[src/rtl/inout_pair_sequencer.sv]
`default_nettype none
// ============================================================================
// Module : inout_pair_sequencer
// Walks the pair-address ROM to load or unload one polynomial between the
// stream ports and the dual-port coefficient RAM, one coefficient pair per entry.
// Rev    : 1.0
// ============================================================================
module inout_pair_sequencer #(
    parameter int DW      = 12,
    parameter int AW      = 8,
    parameter int ROM_AW  = 9,
    parameter int N_PAIRS = 128
) (
    input  logic                clk,
    input  logic                rst_n,
    input  logic                start_i,
    input  logic                mode_i,
    output logic                busy_o,
    output logic                done_o,
    output logic [ROM_AW-1:0]   rom_addr_o,
    input  logic [3*AW-1:0]     rom_data_i,
    input  logic                in_valid_i,
    output logic                in_ready_o,
    input  logic [2*DW-1:0]     in_data_i,
    output logic                out_valid_o,
    input  logic                out_ready_i,
    output logic [2*DW-1:0]     out_data_o,
    output logic                ram_en_o,
    output logic                ram_we_a_o,
    output logic                ram_we_b_o,
    output logic [AW-1:0]       ram_addr_a_o,
    output logic [AW-1:0]       ram_addr_b_o,
    output logic [DW-1:0]       ram_din_a_o,
    output logic [DW-1:0]       ram_din_b_o,
    input  logic [DW-1:0]       ram_q_a_i,
    input  logic [DW-1:0]       ram_q_b_i
);

    typedef enum logic [2:0] {
        S_IDLE      = 3'd0,
        S_PREFETCH  = 3'd1,
        S_LOAD_WAIT = 3'd2,
        S_RD        = 3'd3,
        S_CAP       = 3'd4,
        S_OUT       = 3'd5,
        S_DONE      = 3'd6
    } state_t;

    localparam logic [ROM_AW-1:0] c_last_idx = ROM_AW'(N_PAIRS - 1);

    state_t              state_q;
    logic [ROM_AW-1:0]   idx_q;
    logic [ROM_AW-1:0]   idx_d;
    logic                mode_q;
    logic                busy_q;
    logic                done_q;
    logic                in_ready_q;
    logic                out_valid_q;
    logic [2*DW-1:0]     out_data_q;

    logic                w_last;
    logic                w_load_wr;
    logic                w_unused_rom_lsb;

    assign w_last           = (idx_q == c_last_idx);
    assign idx_d            = idx_q + ROM_AW'(1);
    assign w_unused_rom_lsb = ^rom_data_i[AW-1:0];

    always_ff @(posedge clk or negedge rst_n) begin
        if (!rst_n) begin
            state_q     <= S_IDLE;
            idx_q       <= '0;
            mode_q      <= 1'b0;
            busy_q      <= 1'b0;
            done_q      <= 1'b0;
            in_ready_q  <= 1'b0;
            out_valid_q <= 1'b0;
            out_data_q  <= '0;
        end else begin
            done_q <= 1'b0;
            unique case (state_q)
                S_IDLE: begin
                    if (start_i) begin
                        mode_q  <= mode_i;
                        idx_q   <= '0;
                        busy_q  <= 1'b1;
                        state_q <= S_PREFETCH;
                    end
                end
                S_PREFETCH: begin
                    if (mode_q) begin
                        state_q <= S_RD;
                    end else begin
                        in_ready_q <= 1'b1;
                        state_q    <= S_LOAD_WAIT;
                    end
                end
                S_LOAD_WAIT: begin
                    if (in_valid_i) begin
                        in_ready_q <= 1'b0;
                        if (w_last) begin
                            done_q  <= 1'b1;
                            state_q <= S_DONE;
                        end else begin
                            idx_q   <= idx_d;
                            state_q <= S_PREFETCH;
                        end
                    end
                end
                S_RD: begin
                    state_q <= S_CAP;
                end
                S_CAP: begin
                    out_data_q  <= {ram_q_a_i, ram_q_b_i};
                    out_valid_q <= 1'b1;
                    state_q     <= S_OUT;
                end
                S_OUT: begin
                    if (out_ready_i) begin
                        out_valid_q <= 1'b0;
                        if (w_last) begin
                            done_q  <= 1'b1;
                            state_q <= S_DONE;
                        end else begin
                            idx_q   <= idx_d;
                            state_q <= S_PREFETCH;
                        end
                    end
                end
                S_DONE: begin
                    busy_q  <= 1'b0;
                    idx_q   <= '0;
                    state_q <= S_IDLE;
                end
                default: begin
                    state_q <= S_IDLE;
                end
            endcase
        end
    end

    // RAM strobes follow in_valid combinationally so a load pair completes in one LOAD_WAIT cycle.
    assign w_load_wr    = (state_q == S_LOAD_WAIT) && in_valid_i;
    assign ram_en_o     = w_load_wr || (state_q == S_RD);
    assign ram_we_a_o   = w_load_wr;
    assign ram_we_b_o   = w_load_wr && (ram_addr_a_o != ram_addr_b_o);
    assign ram_addr_a_o = rom_data_i[3*AW-1:2*AW];
    assign ram_addr_b_o = rom_data_i[2*AW-1:AW];
    assign ram_din_a_o  = in_data_i[2*DW-1:DW];
    assign ram_din_b_o  = in_data_i[DW-1:0];

    assign busy_o      = busy_q;
    assign done_o      = done_q;
    assign rom_addr_o  = idx_q;
    assign in_ready_o  = in_ready_q;
    assign out_valid_o = out_valid_q;
    assign out_data_o  = out_data_q;

endmodule
`default_nettype wire

[config.mk]
export PLATFORM = sky130hd
export DESIGN_NAME = inout_pair_sequencer
export DESIGN_NICKNAME = d
export VERILOG_FILES = /design/src/rtl/inout_pair_sequencer.sv
export SDC_FILE = /design/constraint.sdc
export NUM_CORES = 1
export LEC_CHECK = 0
export CORE_MARGIN = 8
export CORE_UTILIZATION = 37
export DETAILED_ROUTE_END_ITERATION = 8
export PLACE_DENSITY = 0.92
export SLEW_MARGIN = 20
export SYNTH_ARGS = -nofsm -noshare
export SYNTH_HDL_FRONTEND = slang
export SYNTH_SLANG_ARGS = --single-unit
[constraint.sdc]
create_clock -name clk -period 2.4 [get_ports clk]
set_clock_uncertainty 0.15 [all_clocks]
set_input_delay 0.48 -clock clk [delete_from_list [all_inputs] [get_ports clk]]
set_output_delay 0.48 -clock clk [all_outputs]
set_load 0.02 [all_outputs]
==> reports/metrics.cfg, run 1 <==
[logic_synthesis]
ys_types=45
yosys.area.top_type=dfrtp_1
synth-seq-cells=41
yosysSeqAreaShare_pct=42.4
synth_edf_count=0
synth-main-ff-cell=dfrtp_1
avgSynthCellArea_um2=11.2
async_flop_share_pct=100
ys_warn_count=0
ys_top_cells_by_area=dfrtp_1 42%, buf_4 13%, mux2_2 12%
yosysTopAreaCellShare_pct=42.4
synth_nets=295
synthesis.area_um2=2420
syn_inst=216

[flow_run]
maxCapViolCount=0

[pwr]
p_leak_nw=1.41
peakVddDrop_mv=0.706
power_density_nw_per_um2=1090

[cells_and_area]
num-fill-cells=524
final_nets=377
drive_gt1_share_pct=23.4
diodes=0
postLayoutCoreUtil_pct=54.5
fin_area_um2=3460
final_common_cell=clkdlybuf4s50_1
area_growth_pct=42.8
layout_common_cells=97 x clkdlybuf4s50_1, 41 x dfrtp_1, 26 x mux2_2

[setup_path]
slowest_delay_ns=0.59
crit_required_ns=1.77
path_cells=clkdlybuf4s50_1 > buf_4 > clkdlybuf4s50_1
cpMostUsedCell=clkdlybuf4s50_1
reg2reg_setup_slack_ns=0.33
start_kind=input port
r2r-end=rom_addr_o[3]$_DFFE_PN0P_
path_class=in2out
crit_arrival_ns=1.71
critical_path.slowest_cell=clkdlybuf4s50_1
worst-path-max-fanout=2
r2r_start=state_q[0]$_DFFE_PN0P_
cp-end-kind=output port
worstRegToRegCells=7

[outcome]
run_status=finished, final reports clean

[clock_network]
cts.path.max_buffers=2
htreeDepth=2
cts.clk_slew.worst_paths_ns=0.08
post_cts_buffers=0
numCtsBuffers=5
cts_hold_buf=0
clk_latency_ns=0.29
tritoncts=yes
cts_root_buf=clkbuf_8
cts.sinks=41

[routing]
dr.pass1.iters=4
vias=1885
ant_nets=0
vias_per_cell=5.01
drc=0
wl_um=6250
drt_iter0_markers=46
wire_per_inst_um=16.6

[die]
chipWidth_um=96.9
dieArea_um2=9390
die_y_um=96.9
start_util_pct=38.1
ios=158
row_count=29
core_um2=6350

[timing]
final.period_utilization_pct=97.5
slew_viol_final=0
max_freq_mhz=427
finalCriticalPeriod_ns=2.34
hold_violations=0
fin_tns_setup_ns=0
worst_pin_slew_ns=0.520
maxSlewHeadroom_pct=65.3
setup_viol=0
rsz0062_at_grt=no

[placement]
place.gp.congestion=0.857
io_buffers=101
hpwl_um=4940
postPlaceCellArea_um2=3340

[global_route]
grt_use_total_pct=13.7
grt_max_degree=26
overflow=0
first_global_vias=2161
grt_pass1_wl_um=10700
antenna_found_initial=0

[min_path]
hold_path.class=in2async

cells in the mapped netlist, types with 2 or more instances:
cell and n:
nor3_1 2, buf_2 3, xor2_1 8, a21oi_1 6
nor4_1 2, nor2_1 2, o21bai_1 6, o21ai_0 12
inv_1 5, mux2_2 26, nand2b_1 2, buf_4 42
a211oi_1 3, dfrtp_1 41, nand3_1 4, o22ai_1 2
a21o_1 2, nand2_1 6, buf_6 4, mux2i_1 7
nor2b_1 5, o21ai_1 3
cells by family (layout without fill, tap and decap cells):
| group | after synthesis | after routing | share of synthesized area (%) |
|---|---|---|---|
| buffers and inverters | 55 | 138 | 16.4 |
| adders and majority gates | 1 | 1 | 0.516 |
| DFF | 41 | 41 | 42.4 |
| AOI/OAI and AO/OA | 45 | 45 | 13.3 |
| xor gates and xnor gates | 8 | 8 | 2.89 |
| and+or+nand+nor | 33 | 33 | 9.56 |
| muxes | 33 | 33 | 15.0 |
power by group:
part           internal, mW  total (mW)  switching (mW)  leakage [nW]
Combinational          1.04        2.04           0.997         0.849
Sequential            0.973        1.14           0.167         0.505
Clock                 0.339       0.575           0.236        0.0585
Total                  2.36        3.76            1.40          1.41
worst max-delay path by stage:
stage	startpoint	endpoint	slack [ns]	depth (start not counted)
detailed placement	rom_data_i[20]	ram_we_b_o	-0.38	5
global placement	rom_data_i[11]	ram_we_b_o	-0.31	5
CTS	rom_data_i[10]	ram_we_b_o	-0.11	5
global route	rom_data_i[11]	ram_we_b_o	0.003	5
floorplan	state_q[1]$_DFFE_PN0P_	ram_we_b_o	0.21	3
finish	rom_data_i[17]	ram_addr_a_o[1]	0.06	3
per-stage QoR:
stage	std cells	hold slack [ns]	power (mW)	worst slack, ns
final	376	0.0113	3.76	0.0600
after global routing	376	0.0333	4.02	0.00289
after CTS	376	0.0139	3.81	-0.111
after detailed placement	368	0.319	3.22	-0.378
after global placement	368	0.319	3.15	-0.314
after floorplan	216	0.0344	2.37	0.214
flip-flops by register name, indices dropped and copies added (netlist names):
| signal | count |
|---|---|
| out_valid_o | 1 |
| in_ready_o | 1 |
| done_o | 1 |
| rom_addr_o | 9 |
| mode_q | 1 |
| busy_o | 1 |
| out_data_o | 24 |
| state_q | 3 |
final cells by class:
class                      instances  area [µm²]  share of cell area, %
multi-input combinational        120        1010                   29.2
clock inverter                     1        30.0                  0.868
timing repair buffer             125        1190                   34.4
sequential                        41        1030                   29.7
clock buffer                       7        86.3                   2.50
inverter                           5        18.8                  0.542
tap                               77        96.3                   2.78
worst max-delay path: cells and delay by family:
kind	cells	cell delay [ns]
buffers and inverters	3	1.23
per-layer routing:
metal  global-route usage (%)  vias up  share of wire (%)
li1                         -      889                  -
met1                     14.7      881                 40
met2                     21.9      105                 46
met3                     7.89       10                 13
met4                     4.62        0                1.1
met5                        0        -                  0
timing repair:
action / CTS / global route
setup endpoints to repair: 3 / 1
cloned: 0 / 0
resized for setup: 5 / 4
pin swaps: 1 / 1
Power figures use the tool's default switching activity.
==> run 2: changes to the inputs <==
CORE_MARGIN = 10   (was 8)
==> run 2 against run 1 <==
Net effect:
- sequential power barely moved
- die area rose by 8.4%
- register-to-register slack barely moved
- core utilization fell by 1.0 points
- cell area fell by 1.9%
- total power fell by 1.2%
- critical endpoint is now ram_addr_b_o[4]
==> reports/metrics.cfg, run 2 (synthesized netlist as in run 1, its figures left out) <==
[timing]
worst_pin_slew_ns=0.526
slew_viol_final=0
setup_ws_ns=0.0699
maxSlewHeadroom_pct=65.0
fin_tns_setup_ns=0
final.period_utilization_pct=97.1
hold_violations=0
max_freq_mhz=429
rsz0062_at_grt=no
finalCriticalPeriod_ns=2.33
setup_viol=0

[routing]
vias_per_cell=5.15
vias=1905
wl_um=6230
dr.pass1.iters=4
drc=0
drt_iter0_markers=96
ant_nets=0
wire_per_inst_um=16.8

[min_path]
hold_path.class=in2async

[global_route]
grt_use_total_pct=11.8
grt_max_degree=42
grt_pass1_wl_um=9850
overflow=0
antenna_found_initial=0
first_global_vias=2070

[die]
ios=158
core_um2=6350
dieArea_um2=10200
die_y_um=101
start_util_pct=38.1
chipWidth_um=101
row_count=29

[placement]
dp.cells=362
postPlaceCellArea_um2=3280
place_ws_ns=-0.296
io_buffers=101
hpwl_um=4910
place.gp.congestion=0.796

[pwr]
comb_power_share_pct=54.2
peakVddDrop_mv=0.699
p_int_mw=2.29
p_leak_nw=1.38
power_density_nw_per_um2=1090
switching_power_mw=1.42
seq_power_share_pct=30.6
power.clock.fraction_pct=15.2
p_sw_share_pct=38.2

[cells_and_area]
drive_gt1_share_pct=21.8
postLayoutCoreUtil_pct=53.5
fin_cells=370
final_common_cell=clkdlybuf4s50_1
layout_common_cells=97 x clkdlybuf4s50_1, 41 x dfrtp_1, 26 x mux2_2
num-fill-cells=560
diodes=0
fin_area_um2=3390
final_nets=371
largest_reg_flops=24
area_growth_pct=40.1

[clock_network]
htreeDepth=2
numCtsBuffers=5
tritoncts=yes
cts.clk_slew.worst_paths_ns=0.08
cts_hold_buf=0
clk_latency_ns=0.29
cts.path.max_buffers=2
post_cts_buffers=0
cts.sinks=41
cts_root_buf=clkbuf_8

[outcome]
run_status=finished, final reports clean

[setup_path]
worstRegToRegCells=6
crit_family=buffers and inverters
r2r_start=state_q[0]$_DFFE_PN0P_
path_class=in2out
crit_required_ns=1.77
start_kind=input port
critical_path.slowest_cell=clkdlybuf4s50_1
path_cells=clkdlybuf4s50_1 > buf_4 > clkdlybuf4s50_1
crit_arrival_ns=1.70
r2r-end=rom_addr_o[5]$_DFFE_PN0P_
slowest_delay_ns=0.59
cp-end-kind=output port
crit_buf_inv=3
reg2reg_setup_slack_ns=0.32
worst-path-max-fanout=2
cpMostUsedCell=clkdlybuf4s50_1

[flow_run]
maxCapViolCount=0

==> run 2: cell count changes in the layout (fill, tap and decap cells not counted), sizes merged <==
| cell | change |
|---|---|
| buf | -6 |
| clkbuf | -2 |
| clkinvlp | +1 |
| clkinv | +1 |
==> run 2: cell type report <==
cell class | instances | area, µm² | share of cell area, %
multi-input cells | 120 | 1000 | 29.6
inverters | 5 | 18.8 | 0.553
well taps | 77 | 96.3 | 2.84
repair buffers | 119 | 1130 | 33.4
clock inverters | 3 | 46.3 | 1.36
clock buffers | 5 | 68.8 | 2.03
flip-flops and latches | 41 | 1030 | 30.2
==> run 2: worst max-delay path by stage <==
| stage | end | start | cells after the start | slack (ns) |
|---|---|---|---|---|
| global placement | ram_we_b_o | rom_data_i[10] | 5 | -0.29 |
| CTS | ram_we_b_o | rom_data_i[12] | 5 | -0.05 |
| global route | ram_we_b_o | rom_data_i[22] | 5 | 0.02 |
| floorplan | ram_we_b_o | state_q[1]$_DFFE_PN0P_ | 3 | 0.21 |
| finish | ram_addr_b_o[4] | rom_data_i[12] | 3 | 0.07 |
| detailed placement | ram_we_b_o | rom_data_i[12] | 5 | -0.30 |
==> run 2: per-stage QoR <==
stage	total power [mW]	hold slack, ns
2_1_floorplan	2.37	0.0344
3_3_place_gp	3.11	0.316
3_5_place_dp	3.18	0.333
4_1_cts	3.75	0.105
5_1_grt	3.96	0.117
6_report	3.71	0.0947
==> run 2: timing repair <==
item / CTS / global route
gates resized for setup: 4 / 4
endpoints found under the setup margin: 3 / 1
pin swaps: 0 / 1
cloned: 0 / 0
==> run 2: layer usage <==
| layer | up-vias | routed length (µm) | track usage, % |
|---|---|---|---|
| met5 | - | 0 | 0 |
| met4 | 0 | 65 | 4.18 |
| met3 | 8 | 946 | 8.16 |
| met2 | 110 | 2880 | 18.9 |
| met1 | 909 | 2330 | 11.8 |
| li1 | 878 | - | - |
==> run 2: power by group through the flow <==
| stage | clock network, mW | registers, mW | logic, mW |
|---|---|---|---|
| after CTS | 0.584 | 1.14 | 2.03 |
| after detailed placement | 0 | 1.15 | 2.03 |
| final | 0.563 | 1.14 | 2.01 |
| after floorplan | 0 | 1.46 | 0.909 |
| after global placement | 0 | 1.13 | 1.98 |
| after global routing | 0.619 | 1.18 | 2.16 |
==> run 3: changes to the inputs <==
ABC_AREA = 1   (was default)
CORE_UTILIZATION = 36   (was 37)
PLACE_DENSITY = 0.91   (was 0.92)
==> run 3 against run 2 <==
Net effect:
- via count is 2.9% lower
- final cell count rose by 10%
- core utilization fell by 1.7 points
- clock-buffer cell count rose by 1
- sequential power is 4% lower
- global-route usage is 0.25 points higher
- worst hold slack worse by 0.081 ns
- sequential share of layout area rose by 0.97 points
- setup slack got worse by 0.0082 ns
- largest power group unchanged
==> reports/metrics.cfg, run 3 <==
[logic_synthesis]
ys_warn_count=0
yosysSeqAreaShare_pct=43.6
avgSynthCellArea_um2=9.16
yosys.area.top_type=dfrtp_1
ys_top_cells_by_area=dfrtp_1 44%, buf_4 13%, mux2_2 12%
synth-seq-cells=41
synthesis.area_um2=2350
async_flop_share_pct=100
syn_inst=257
synth_edf_count=0
yosysMostFrequentCell=nand2_1
synth_commonest_cells=57 x nand2_1, 41 x dfrtp_1, 40 x buf_4, 25 x mux2_2, 24 x inv_1
ys_types=23
synth_nets=336
synth-main-ff-cell=dfrtp_1
yosysTopAreaCellShare_pct=43.6

[routing]
drt_iter0_markers=50
ant_nets=0
vias_per_cell=4.53
wl_um=6140
wire_per_inst_um=15.0
vias=1849
drc=0
dr.pass1.iters=4

[cells_and_area]
area_growth_pct=39.8
largest_reg_flops=24
drive_gt1_share_pct=15.4
final_nets=409
fin_cells=408
final_common_cell=clkdlybuf4s50_1
layout_common_cells=97 x clkdlybuf4s50_1, 57 x nand2_1, 41 x dfrtp_1
fin_area_um2=3290
postLayoutCoreUtil_pct=51.8
diodes=0

[setup_path]
crit_required_ns=1.77
cp-end-kind=output port
start_kind=input port
path_class=in2out
worstRegToRegCells=7
crit_arrival_ns=1.71
worst-path-max-fanout=2

[timing]
hold_violations=0
setup_viol=0
finalCriticalPeriod_ns=2.34
worst_pin_slew_ns=0.602
slew_viol_final=0
max_freq_mhz=428
maxSlewHeadroom_pct=59.7
final.period_utilization_pct=97.4
rsz0062_at_grt=no

[global_route]
grt_max_degree=27
grt_use_met2_pct=22.6
grt_use_total_pct=12.0
grt_pass1_wl_um=9850
use_met3_pct=5.69
use_met1_pct=11.3
first_global_vias=1957
grt-busiest-layer=met2
antenna_found_initial=0
overflow=0

[die]
row_count=29
ios=158
core_um2=6350
die_y_um=101
dieArea_um2=10200
start_util_pct=37.1
chipWidth_um=101

[clock_network]
cts_root_buf=clkbuf_8
tritoncts=yes
cts_hold_buf=0
cts.path.max_buffers=2
cts.clk_slew.worst_paths_ns=0.08
cts.sinks=41
htreeDepth=2
numCtsBuffers=5
clk_latency_ns=0.28

[outcome]
run_status=finished, final reports clean

[pwr]
peakVddDrop_mv=0.639
power_density_nw_per_um2=1040
p_leak_nw=1.50

[flow_run]
maxCapViolCount=0

[placement]
dp.cells=400
hpwl_um=5120
place.gp.congestion=0.872
io_buffers=101
postPlaceCellArea_um2=3180

[min_path]
hold_path.class=in2async

[run 3: cell count changes after synthesis, moves of 5 or more]
cell      previous run  this run
inv_1                5        24
mux2i_1              7         0
nand2_1              6        57
nand3_1              4        20
nor2_1               2        16
nor2b_1              5         0
o21ai_0             12         5
o21bai_1             6         0
[run 3: final timing paths]
kind,from,end,slack (ns)
setup / recovery,rom_data_i[16],ram_addr_a_o[0],0.06
hold / removal,rst_n,out_data_o[22]$_DFFE_PN0P_,0.01
setup reg to reg,rom_addr_o[0]$_DFFE_PN0P_,rom_addr_o[5]$_DFFE_PN0P_,0.42
hold reg to reg,out_valid_o$_DFFE_PN0P_,out_valid_o$_DFFE_PN0P_,0.32
max in group asynchronous,rst_n,rom_addr_o[3]$_DFFE_PN0P_,1.55
min in group clk,out_valid_o$_DFFE_PN0P_,out_valid_o$_DFFE_PN0P_,0.32
[run 3: stage by stage]
step	hold WS [ns]	power, mW	setup TNS [ns]	setup slack (ns)
6_report	0.0139	3.42	0	0.0616
5_1_grt	0.0356	3.66	0	0.0118
4_1_cts	0.0221	3.49	0	0.0178
3_5_place_dp	0.308	2.91	-0.580	-0.255
3_3_place_gp	0.309	2.85	-0.592	-0.259
2_1_floorplan	0.0344	2.15	0	0.252
[run 3: logic make-up (layout without fill, tap and decap cells)]
| logic type | after synthesis | in the layout | synth area share, % |
|---|---|---|---|
| mux | 25 | 25 | 12.0 |
| simple gates | 105 | 105 | 20.4 |
| xor+xnor | 9 | 9 | 3.35 |
| fa+ha+maj | 1 | 1 | 0.532 |
| buf+inv | 67 | 141 | 18.2 |
| compound gates | 9 | 9 | 1.97 |
| flops | 41 | 41 | 43.6 |
[run 3: timing repair]
action	CTS	global route
endpoints found under the setup margin	3	1
setup buffers	0	0
gates resized for setup	3	3
pin swaps	0	0
[run 3: power by group]
group | internal (mW) | switching [mW] | leakage [nW]
clock | 0.338 | 0.233 | 0.0574
sequential | 0.958 | 0.139 | 0.498
combinational | 0.849 | 0.900 | 0.940
total | 2.15 | 1.27 | 1.50
[run 3: worst max-delay path: stages]
cell             delay [ns]
clkdlybuf4s50_1        0.51
buf_4                  0.12
clkdlybuf4s50_1        0.59
[run 3: cell type report]
cell class,count,area (µm²)
fill,591,3060
timing repair buffer,109,1060
sequential,41,1030
multi-input combinational,149,898
tap,77,96.3
inverter,24,90.1
clock buffer,6,82.6
clock inverter,2,37.5
[run 3: per-layer routing]
layer	vias to the layer above	part of all wire, %
met4	0	1.0
li1	925	-
met3	9	9.0
met2	55	57
met5	-	0
met1	860	33
